--- src/rtl/sweep_acq_engine_if.sv ---
// ---------------------------------------------------------------------------
// sweep_acq_engine_if
// Data-path bundle of the sweep acquisition engine.
//   par_data / par_data_en : acquired words from the readout path (into engine)
//   dout / dout_valid      : header + buffered words (out of engine)
//   dout_ready             : sink ready for the output stream
// master = engine side, slave = readout source / stream sink side.
// ---------------------------------------------------------------------------
interface sweep_acq_engine_if #(
   parameter int DATA_W = 16
);
   logic [DATA_W-1:0] par_data;
   logic              par_data_en;
   logic [DATA_W-1:0] dout;
   logic              dout_valid;
   logic              dout_ready;

   modport master (
      input  par_data, par_data_en, dout_ready,
      output dout, dout_valid
   );

   modport slave (
      output par_data, par_data_en, dout_ready,
      input  dout, dout_valid
   );
endinterface

--- src/rtl/sweep_acq_engine.sv ---
// ---------------------------------------------------------------------------
// sweep_acq_engine
// Steps one selected threshold DAC from start_dac to end_dac. At each point:
// pulse load_sc, wait sc_done, pulse single_acq_start, buffer max_pkg words,
// then stream {HDR_TAG, code} followed by the buffered words.
// Ports:
//   Clk, reset_n          clock, async active-low reset
//   sweep_start           level, rising edge starts a sweep (IDLE only)
//   sweep_abort           level, returns to IDLE and flushes the buffer
//   start_dac/end_dac/step_dac/dac_sel/max_pkg   sweep setup, latched at start
//   out_dac, out_dac_sel  current code and latched DAC select
//   load_sc, sc_done      slow-control reload pulse / completion
//   single_acq_start      acquisition launch pulse
//   bus                   par_data in, dout valid/ready stream out
//   single_dac_done       point complete pulse
//   acq_done              sweep complete pulse
//   busy                  not IDLE
//   overflow              sticky: a word was dropped during this sweep
// ---------------------------------------------------------------------------
module sweep_acq_engine #(
   parameter int DAC_W      = 10,
   parameter int N_DAC      = 3,
   parameter int SEL_W      = (N_DAC > 1) ? $clog2(N_DAC) : 1,
   parameter int DATA_W     = 16,
   parameter int FIFO_DEPTH = 128,
   parameter logic [DATA_W-DAC_W-1:0] HDR_TAG = 6'b110000
) (
   input  logic               Clk,
   input  logic               reset_n,
   input  logic               sweep_start,
   input  logic               sweep_abort,
   input  logic [DAC_W-1:0]   start_dac,
   input  logic [DAC_W-1:0]   end_dac,
   input  logic [DAC_W-1:0]   step_dac,
   input  logic [SEL_W-1:0]   dac_sel,
   input  logic [15:0]        max_pkg,
   output logic [DAC_W-1:0]   out_dac,
   output logic [SEL_W-1:0]   out_dac_sel,
   output logic               load_sc,
   input  logic               sc_done,
   output logic               single_acq_start,
   sweep_acq_engine_if.master bus,
   output logic               single_dac_done,
   output logic               acq_done,
   output logic               busy,
   output logic               overflow
);
   localparam int AW = $clog2(FIFO_DEPTH);

   typedef enum logic [3:0] {
      S_IDLE, S_LOAD, S_WAIT_CFG, S_ACQ_START, S_ACQ,
      S_HEADER, S_DRAIN, S_STEP, S_DONE
   } state_t;

   state_t            state_q, state_d;
   logic              start_s0_q, start_s1_q;
   logic              start_edge;
   logic [DAC_W-1:0]  dac_q, dac_d;
   logic [DAC_W-1:0]  end_q, step_q;
   logic              dir_q;               // 1 = descending
   logic [SEL_W-1:0]  sel_q;
   logic [15:0]       max_q;
   logic [15:0]       cnt_q, cnt_d;
   logic              ovf_q, ovf_d;
   logic [AW:0]       wr_q, wr_d, rd_q, rd_d;
   logic              push;
   logic              fifo_full, fifo_empty;
   logic [DATA_W-1:0] mem_q [FIFO_DEPTH];
   logic [DAC_W:0]    nxt_up, nxt_dn;
   logic              step_ok;
   logic [DAC_W-1:0]  nxt_code;
   logic [DATA_W-1:0] dout_c;
   logic              dout_valid_c;

   assign start_edge = start_s0_q & ~start_s1_q;

   // Extra MSB on the pointers tells a full buffer from an empty one.
   assign fifo_empty = (wr_q == rd_q);
   assign fifo_full  = (wr_q[AW] != rd_q[AW]) && (wr_q[AW-1:0] == rd_q[AW-1:0]);

   // One extra bit catches carry (ascending) or borrow (descending) past the code range.
   assign nxt_up   = {1'b0, dac_q} + {1'b0, step_q};
   assign nxt_dn   = {1'b0, dac_q} - {1'b0, step_q};
   assign nxt_code = dir_q ? nxt_dn[DAC_W-1:0] : nxt_up[DAC_W-1:0];
   assign step_ok  = dir_q ? (!nxt_dn[DAC_W] && (nxt_dn[DAC_W-1:0] >= end_q))
                           : (!nxt_up[DAC_W] && (nxt_up[DAC_W-1:0] <= end_q));

   always_comb begin
      state_d          = state_q;
      dac_d            = dac_q;
      cnt_d            = cnt_q;
      ovf_d            = ovf_q;
      wr_d             = wr_q;
      rd_d             = rd_q;
      push             = 1'b0;
      load_sc          = 1'b0;
      single_acq_start = 1'b0;
      single_dac_done  = 1'b0;
      acq_done         = 1'b0;
      dout_c           = '0;
      dout_valid_c     = 1'b0;

      case (state_q)
         S_IDLE: begin
            if (start_edge) begin
               state_d = S_LOAD;
               dac_d   = start_dac;
               ovf_d   = 1'b0;
            end
         end
         S_LOAD: begin
            load_sc = 1'b1;
            state_d = S_WAIT_CFG;
         end
         S_WAIT_CFG: begin
            if (sc_done) state_d = S_ACQ_START;
         end
         S_ACQ_START: begin
            single_acq_start = 1'b1;
            cnt_d            = '0;
            state_d          = (max_q == 16'd0) ? S_HEADER : S_ACQ;
         end
         S_ACQ: begin
            if (bus.par_data_en) begin
               cnt_d = cnt_q + 16'd1;
               if (!fifo_full) begin
                  push = 1'b1;
                  wr_d = wr_q + 1'b1;
               end else begin
                  ovf_d = 1'b1;
               end
               if (cnt_d == max_q) state_d = S_HEADER;
            end
         end
         S_HEADER: begin
            dout_c       = {HDR_TAG, dac_q};
            dout_valid_c = 1'b1;
            if (bus.dout_ready) state_d = S_DRAIN;
         end
         S_DRAIN: begin
            // First-word fall-through: head word is visible without a pop.
            dout_c       = mem_q[rd_q[AW-1:0]];
            dout_valid_c = !fifo_empty;
            if (fifo_empty)          state_d = S_STEP;
            else if (bus.dout_ready) rd_d    = rd_q + 1'b1;
         end
         S_STEP: begin
            single_dac_done = 1'b1;
            if (step_ok) begin
               dac_d   = nxt_code;
               state_d = S_LOAD;
            end else begin
               state_d = S_DONE;
            end
         end
         S_DONE: begin
            acq_done = 1'b1;
            state_d  = S_IDLE;
         end
         default: state_d = S_IDLE;
      endcase

      // Abort overrides whatever the state wanted this cycle.
      if (sweep_abort && (state_q != S_IDLE)) begin
         state_d          = S_IDLE;
         dac_d            = dac_q;
         ovf_d            = ovf_q;
         push             = 1'b0;
         wr_d             = '0;
         rd_d             = '0;
         load_sc          = 1'b0;
         single_acq_start = 1'b0;
         single_dac_done  = 1'b0;
         acq_done         = 1'b0;
      end
   end

   always_ff @(posedge Clk or negedge reset_n) begin
      if (!reset_n) begin
         state_q    <= S_IDLE;
         start_s0_q <= 1'b0;
         start_s1_q <= 1'b0;
         dac_q      <= '0;
         end_q      <= '0;
         step_q     <= '0;
         dir_q      <= 1'b0;
         sel_q      <= '0;
         max_q      <= '0;
         cnt_q      <= '0;
         ovf_q      <= 1'b0;
         wr_q       <= '0;
         rd_q       <= '0;
      end else begin
         state_q    <= state_d;
         start_s0_q <= sweep_start;
         start_s1_q <= start_s0_q;
         dac_q      <= dac_d;
         cnt_q      <= cnt_d;
         ovf_q      <= ovf_d;
         wr_q       <= wr_d;
         rd_q       <= rd_d;
         if ((state_q == S_IDLE) && start_edge) begin
            end_q  <= end_dac;
            step_q <= (step_dac == '0) ? DAC_W'(1) : step_dac;
            dir_q  <= (start_dac > end_dac);
            sel_q  <= dac_sel;
            max_q  <= max_pkg;
         end
      end
   end

   // Storage needs no reset: pointers define what is valid.
   always_ff @(posedge Clk) begin
      if (push) mem_q[wr_q[AW-1:0]] <= bus.par_data;
   end

   assign out_dac        = dac_q;
   assign out_dac_sel    = sel_q;
   assign busy           = (state_q != S_IDLE);
   assign overflow       = ovf_q;
   assign bus.dout       = dout_c;
   assign bus.dout_valid = dout_valid_c;
endmodule

--- src/flat_wrapper.sv ---
// flat-port wrapper written by rule: the top's interface ports become plain ports
module sweep_acq_engine_flat 
#(
   parameter int DAC_W      = 10,
   parameter int N_DAC      = 3,
   parameter int SEL_W      = (N_DAC > 1) ? $clog2(N_DAC) : 1,
   parameter int DATA_W     = 16,
   parameter int FIFO_DEPTH = 128,
   parameter logic [DATA_W-DAC_W-1:0] HDR_TAG = 6'b110000
)
  (Clk, reset_n, sweep_start, sweep_abort, start_dac, end_dac, step_dac, dac_sel, max_pkg, out_dac, out_dac_sel, load_sc, sc_done, single_acq_start, single_dac_done, acq_done, busy, overflow, bus_par_data, bus_par_data_en, bus_dout_ready, bus_dout, bus_dout_valid);
  sweep_acq_engine_if #(.DATA_W(DATA_W)) bus_i ();
  input  logic Clk;
  input  logic reset_n;
  input  logic sweep_start;
  input  logic sweep_abort;
  input  logic [DAC_W-1:0] start_dac;
  input  logic [DAC_W-1:0] end_dac;
  input  logic [DAC_W-1:0] step_dac;
  input  logic [SEL_W-1:0] dac_sel;
  input  logic [15:0] max_pkg;
  output logic [DAC_W-1:0] out_dac;
  output logic [SEL_W-1:0] out_dac_sel;
  output logic load_sc;
  input  logic sc_done;
  output logic single_acq_start;
  output logic single_dac_done;
  output logic acq_done;
  output logic busy;
  output logic overflow;
  input wire logic [$bits(bus_i.par_data)-1:0] bus_par_data;
  input wire logic [$bits(bus_i.par_data_en)-1:0] bus_par_data_en;
  input wire logic [$bits(bus_i.dout_ready)-1:0] bus_dout_ready;
  output wire logic [$bits(bus_i.dout)-1:0] bus_dout;
  output wire logic [$bits(bus_i.dout_valid)-1:0] bus_dout_valid;
  assign bus_i.par_data = bus_par_data;
  assign bus_i.par_data_en = bus_par_data_en;
  assign bus_i.dout_ready = bus_dout_ready;
  assign bus_dout = bus_i.dout;
  assign bus_dout_valid = bus_i.dout_valid;
  sweep_acq_engine #(.DAC_W(DAC_W), .N_DAC(N_DAC), .SEL_W(SEL_W), .DATA_W(DATA_W), .FIFO_DEPTH(FIFO_DEPTH), .HDR_TAG(HDR_TAG)) u_core (.Clk(Clk), .reset_n(reset_n), .sweep_start(sweep_start), .sweep_abort(sweep_abort), .start_dac(start_dac), .end_dac(end_dac), .step_dac(step_dac), .dac_sel(dac_sel), .max_pkg(max_pkg), .out_dac(out_dac), .out_dac_sel(out_dac_sel), .load_sc(load_sc), .sc_done(sc_done), .single_acq_start(single_acq_start), .bus(bus_i), .single_dac_done(single_dac_done), .acq_done(acq_done), .busy(busy), .overflow(overflow));
endmodule
--- config.mk ---
export PLATFORM = sky130hd
export DESIGN_NAME = sweep_acq_engine_flat
export DESIGN_NICKNAME = d
export VERILOG_FILES = /design/src/rtl/sweep_acq_engine_if.sv /design/src/rtl/sweep_acq_engine.sv /design/src/flat_wrapper.sv
export SDC_FILE = /design/constraint.sdc
export NUM_CORES = 2
export LEC_CHECK = 0
export BUFFER_PORTS_ARGS = -buffer_cell sky130_fd_sc_hd__clkbuf_2
export CAP_MARGIN = 20
export CORE_MARGIN = 4
export CORE_UTILIZATION = 43
export DETAILED_ROUTE_END_ITERATION = 7
export HOLD_SLACK_MARGIN = 0.02
export SLEW_MARGIN = 40
export SYNTH_ARGS = -nofsm -noshare
export SYNTH_HDL_FRONTEND = slang
export SYNTH_SLANG_ARGS = --single-unit
--- constraint.sdc ---
create_clock -name Clk -period 4.45 [get_ports Clk]
set_input_delay 0.89 -clock Clk [delete_from_list [all_inputs] [get_ports Clk]]
set_output_delay 0.89 -clock Clk [all_outputs]
set_load 0.03 [all_outputs]
# After elaboration in Yosys (flattened, before gate mapping)
# Memories as Yosys holds them, arrays and structs flattened.
# Cells that the tools add are included.
# op_classes
n_lt_le_gt_ge,3
mux,46
bitwise_logic,3
n_addsub,5
n_reduce_logical,25
n_eq_ne,24
# op_table
op,n
$mux 8,8
$pmux 16 s2,2
$mux 10,4
$mux 4,8
$pmux 4 s8,1
$pmux 10 s2,1
$mux 1,19
$add 16x1->16 const B,1
$add 8x1->8 const B,2
$eq 16x16->1,1
$eq 4x3->1 const B,4
$logic_not 16->1,1
$mux 16,1
$reduce_bool 2->1,7
$add 10x10->11,1
$sub 10x10->11,1
$ge 10x10->1,1
$gt 10x10->1,1
$le 10x10->1,1
$logic_not 10->1,1
$ne 3x1->1 const B,3
$ne 3x2->1 const B,3
$eq 4x2->1 const B,2
$eq 8x8->1,1
18 further kinds,31
# word_totals
input_bits,71
out_inout_bits,35
register_bits,88
elab_cells,120
memories,1
ramBits,2048
# memory_table
memory,depth,width,read_ports,rd_ports_with_merged_regs,write_ports,line_no,text
u_core.mem_q,128,16,1,0,1,sweep_acq_engine.sv:68,logic [DATA_W-1:0] mem_q [FIFO_DEPTH];

# Depth between registers and ports, before layout
# logic_depth
depth_word,8
mapped_depth,19
ltp_nobuf,18

# Worst setup path before layout
# OpenSTA, ideal clock, no wires.
# synth_timing
path_kind,reg2reg
from,register u_core.dac_q[0] (netlist: u_core.out_dac[0])
to,register u_core.dac_q[1] (netlist: u_core.out_dac[1])
path_buffers,0
required_time_ns,4.325
arrival_ns,4.086
path_slack_ns,0.239
path_stages_with_launch,17
period_less_slack_ns,4.211
setup_ns,0.125
path_cell_list,dfrtp_1 ha_1 fa_1 nor2b_1 o311ai_0 a21oi_1 o41ai_1 xnor2_1 ha_1 nand2_1 o21ai_0 a2111oi_0 or3b_2 a32oi_1 o21a_1 nor2_2 mux2_2
# synth_via
elab_chain_len,6
elab_cells_between_ends,14
classes_between,add/sub (2); order compare (2); eq/ne (1); mux (4); reduce/logical (5)
# synth_lines
element,line_no,text
"start, declared",sweep_acq_engine.sv:58,"logic [DAC_W-1:0] dac_q, dac_d;"
"start signal, assigned",sweep_acq_engine.sv:183,dac_q <= '0;
"start signal, assigned",sweep_acq_engine.sv:197,dac_q <= dac_d;
$add 10x10->11 or $sub 10x10->11 (tied branches),"sweep_acq_engine.sv:82, sweep_acq_engine.sv:83",
"$le 10x10->1, or another cell as far along",sweep_acq_engine.sv:86,: (!nxt_up[DAC_W] && (nxt_up[DAC_W-1:0] <= end_q));
$logic_and 1x1->1 (on tied branches),"sweep_acq_engine.sv:86, sweep_acq_engine.sv:85",
$mux 1,sweep_acq_engine.sv:85,assign step_ok = dir_q ? (!nxt_dn[DAC_W] && (nxt_dn[DAC_W-1:0] >= end_q))
$ne 2x1->1 (no line),-,
$reduce_and 4->1 (no line),-,
# Parallel ways exist; a longest one is shown, timed or not. The select of a mux whose other input is x is not followed.
# A chain may end at the register's enable or synchronous reset.

# Worst setup path after layout
# layout_timing
from,register u_core.rd_q[4]
to,output bus_dout[7]
# layout_via
elab_chain_len,2
# layout_lines
element,line_no,text
"start, declared",sweep_acq_engine.sv:65,"logic [AW:0] wr_q, wr_d, rd_q, rd_d;"
"start signal, assigned",sweep_acq_engine.sv:201,rd_q <= rd_d;
$mem_v2 128x16,-,
$pmux 16 s2,sweep_acq_engine.sv:103,case (state_q)
"end, declared",flat_wrapper.sv:34,output wire logic [$bits(bus_i.dout)-1:0] bus_dout;
# Every way passes these cells.

==> metrics <==
Worst-Skew Late Latency 0.84 ns; Post-Syn Area 0.0843 mm2; Pre-antenna DRT Iters 5; TritonCTS buffer count 211; Pwr Density 444 mW/mm2; Final ANT Viol Nets 0; DR DRC count 0; crit end category output port; worst vdd ir 0.413 mV; Yosys Warn Count 0; clock-pin slew on the worst setup and hold paths 0.06 ns; post-place instance area 0.0908 mm2; Bufs on Longest Clock Path 3; die area 0.203 mm2; Ports 106; max-cap violations 0; failing checks setup timing; first-pass GRT wire length 323 mm; clk sinks 2136; Routed WL 225 mm; fin crit period 4.87 ns; Initial Util 0.432; setup tns final -5.40 ns; via count of the first global-routing pass 43517; Synthesized Nets 4180; CTS tree built; Non-Filler Instances 7435; Final Power 0.0447 W; max frequency 206 MHz; Distinct cells, synth 65; DP HPWL 139 mm; final worst slack -0.416 ns; core box area 0.195 mm2; fraction of layout cells with a size suffix above 1 0.342; buffers added on ports 105; Async S/R FF share, synth 0.0412; fraction of the yosys area taken by sequential cells 0.756; CTS root buf clkbuf_16; number of vias per cell 5.90; startpoint types flop; top_reg_cell synth edfxtp_1; CTS H-tree lvls 4; 1st-iter DRT viols 5266; FP Rows 162; leak pwr 32.1 nW; Net count, final 4756; Syn Area/Cell 20.8 um2; Pins Over Slew Limit 0; Arrival @ worst endpoint 3.98 ns; WP data required 3.56 ns; Total GRT Usage 0.220; Die Y 451 um; largest net degree at the start of global routing 129; Worst Clk Skew 0.0495 ns; Syn Inst Count 4054; final setup violation count 16; via count 43839; initial antenna violation count 7; Slew headroom 0.286; worst hold slack 0.180 ns; GR Overflow Total 0; Least-Margin Pin Slew 1.07 ns; Cells after DPL 6954; period utilization 1.09; RSZ-0062 raised after global routing yes; critical path fanouts, max 11; Seq cells post-synth 2136; Fin. Hold Viols 0; Routed WL per cell 30.2 um; gpl congestion 0.865; Hold WC Path Type primary input to flop; critical path type flop to output port; EDFF count, synth 2048; status complete, but fails checks; Layout area overhead 19.6%; Die Width 451 um; design area 0.101 mm2
==> worst max-delay path, stage by stage (launching register included) <==
cell and delay [ns]:
dfrtp_1 0.91, clkinv_1 0.22, nand2_1 0.46, buf_4 0.38
a21oi_1 0.17, nor3_1 0.25, buf_4 0.19, o211ai_1 0.10
a32o_1 0.27, clkbuf_8 0.17
==> report_power, final <==
group	total (W)	switching (W)	leakage (nW)	internal [W]
clock	0.0176	0.00756	3.34	0.0100
sequential	0.0225	0.000287	19.5	0.0223
combinational	0.00457	0.00271	9.23	0.00186
total	0.0447	0.0106	32.1	0.0342
==> synth_stat cells (all sizes together) (7+ instances only) <==
cell / count / area [um2]
a211oi: 8 / 60.1
a21o: 11 / 82.6
a21oi: 65 / 325
a221oi: 59 / 517
a22o: 59 / 517
a22oi: 70 / 526
a31oi: 9 / 56.3
and2: 9 / 56.3
and3: 8 / 50.1
buf: 111 / 719
clkbuf: 115 / 432
dfrtp: 88 / 2200
edfxtp: 2048 / 61500
ha: 53 / 663
inv: 40 / 150
mux2: 12 / 135
mux2i: 24 / 240
mux4: 546 / 12300
nand2: 140 / 526
nand2b: 11 / 68.8
nand3: 34 / 170
nand4: 13 / 81.3
nor2: 206 / 776
nor2b: 16 / 100
nor3: 38 / 195
nor4: 15 / 100
o211ai: 7 / 52.6
o21ai: 85 / 425
o22ai: 28 / 175
o31ai: 13 / 97.6
or3: 8 / 50.1
xnor2: 35 / 307
xor2: 21 / 184
==> final timing paths <==
path                                        start                end  slack [ns]  cells past startpoint
worst max-delay path               u_core.rd_q[4]        bus_dout[7]       -0.42                      9
min in group asynchronous                 reset_n   u_core.max_q[14]        0.58                      2
worst min-delay path                  sweep_start  u_core.start_s0_q        0.18                      1
worst min register to register  u_core.start_s0_q  u_core.start_s1_q        0.41                      0
max in group asynchronous                 reset_n    u_core.end_q[9]        2.93                      3
worst max register to register   u_core.step_q[0]  u_core.out_dac[6]        0.16                     19
==> cell usage in the layout, fill, tap and decap left out, drive strengths merged, types with 65 or more instances in the layout <==
cell type  instances
o21ai             85
edfxtp          2048
a21oi             65
buf              506
mux4             546
a22oi             70
clkinv           102
nor2             206
dfrtp             88
nand2            140
clkbuf           337
==> metal layers <==
| layer | track usage | vias to the layer above | part of all wire |
|---|---|---|---|
| met3 | 0.0409 | 323 | 0.081 |
| met5 | 0 | - | 0.000080 |
| met4 | 0.0638 | 2 | 0.030 |
| li1 | - | 18142 | - |
| met1 | 0.318 | 23409 | 0.41 |
| met2 | 0.344 | 1963 | 0.47 |
==> through the flow <==
| step | util | setup slack (ns) |
|---|---|---|
| after detailed placement | 0.466 | -0.232 |
| final | 0.517 | -0.416 |
| after floorplan | - | 0.239 |
| after global routing | 0.517 | -0.475 |
| after global placement | 0.465 | -0.260 |
| after CTS | 0.514 | -0.470 |
==> layout make-up <==
type / count / area [um2]
Antenna cell: 3 / 7.51
Timing Repair Buffer: 589 / 5970
Multi-Input combinational cell: 1651 / 20700
Sequential cell: 2136 / 63700
Clock inverter: 134 / 1370
Fill cell: 15308 / 94200
Clock buffer: 257 / 5510
Inverter: 41 / 154
Tap cell: 2624 / 3280
==> cells by family (layout without fill, tap and decap cells) <==
| family | Yosys count | count (layout) | share of synthesized area |
|---|---|---|---|
| and+or+nand+nor | 520 | 520 | 0.0279 |
| buffers and inverters | 267 | 1021 | 0.0155 |
| muxes | 582 | 582 | 0.150 |
| AOI/OAI and AO/OA | 438 | 438 | 0.0361 |
| other | 0 | 3 | 0 |
| adders and majority gates | 55 | 55 | 0.00834 |
| DFF | 2136 | 2136 | 0.756 |
| xor gates and xnor gates | 56 | 56 | 0.00582 |
==> state kept, by name (all words and copies together), names as in the netlist <==
register and count:
u_core.start_s1_q 1, u_core.out_dac_sel 2, u_core.mem_q 2048, u_core.overflow 1
u_core.step_q 10, u_core.start_s0_q 1, u_core.state_q 4, u_core.cnt_q 16
u_core.wr_q 8, u_core.end_q 10, u_core.out_dac 10, u_core.dir_q 1
u_core.max_q 16, u_core.rd_q 8
==> timing repair <==
item | 4_1_cts | 5_1_grt
setup buffers | 57 | 22
gates cloned | 18 | 1
resized for setup | 278 | 95
endpoints found under the hold margin | 32 | 0
hold buffers | 1 | 0
pin swaps | 64 | 53
endpoints found under the setup margin | 26 | 27
No activity file was read; power rests on OpenSTA's default activity.
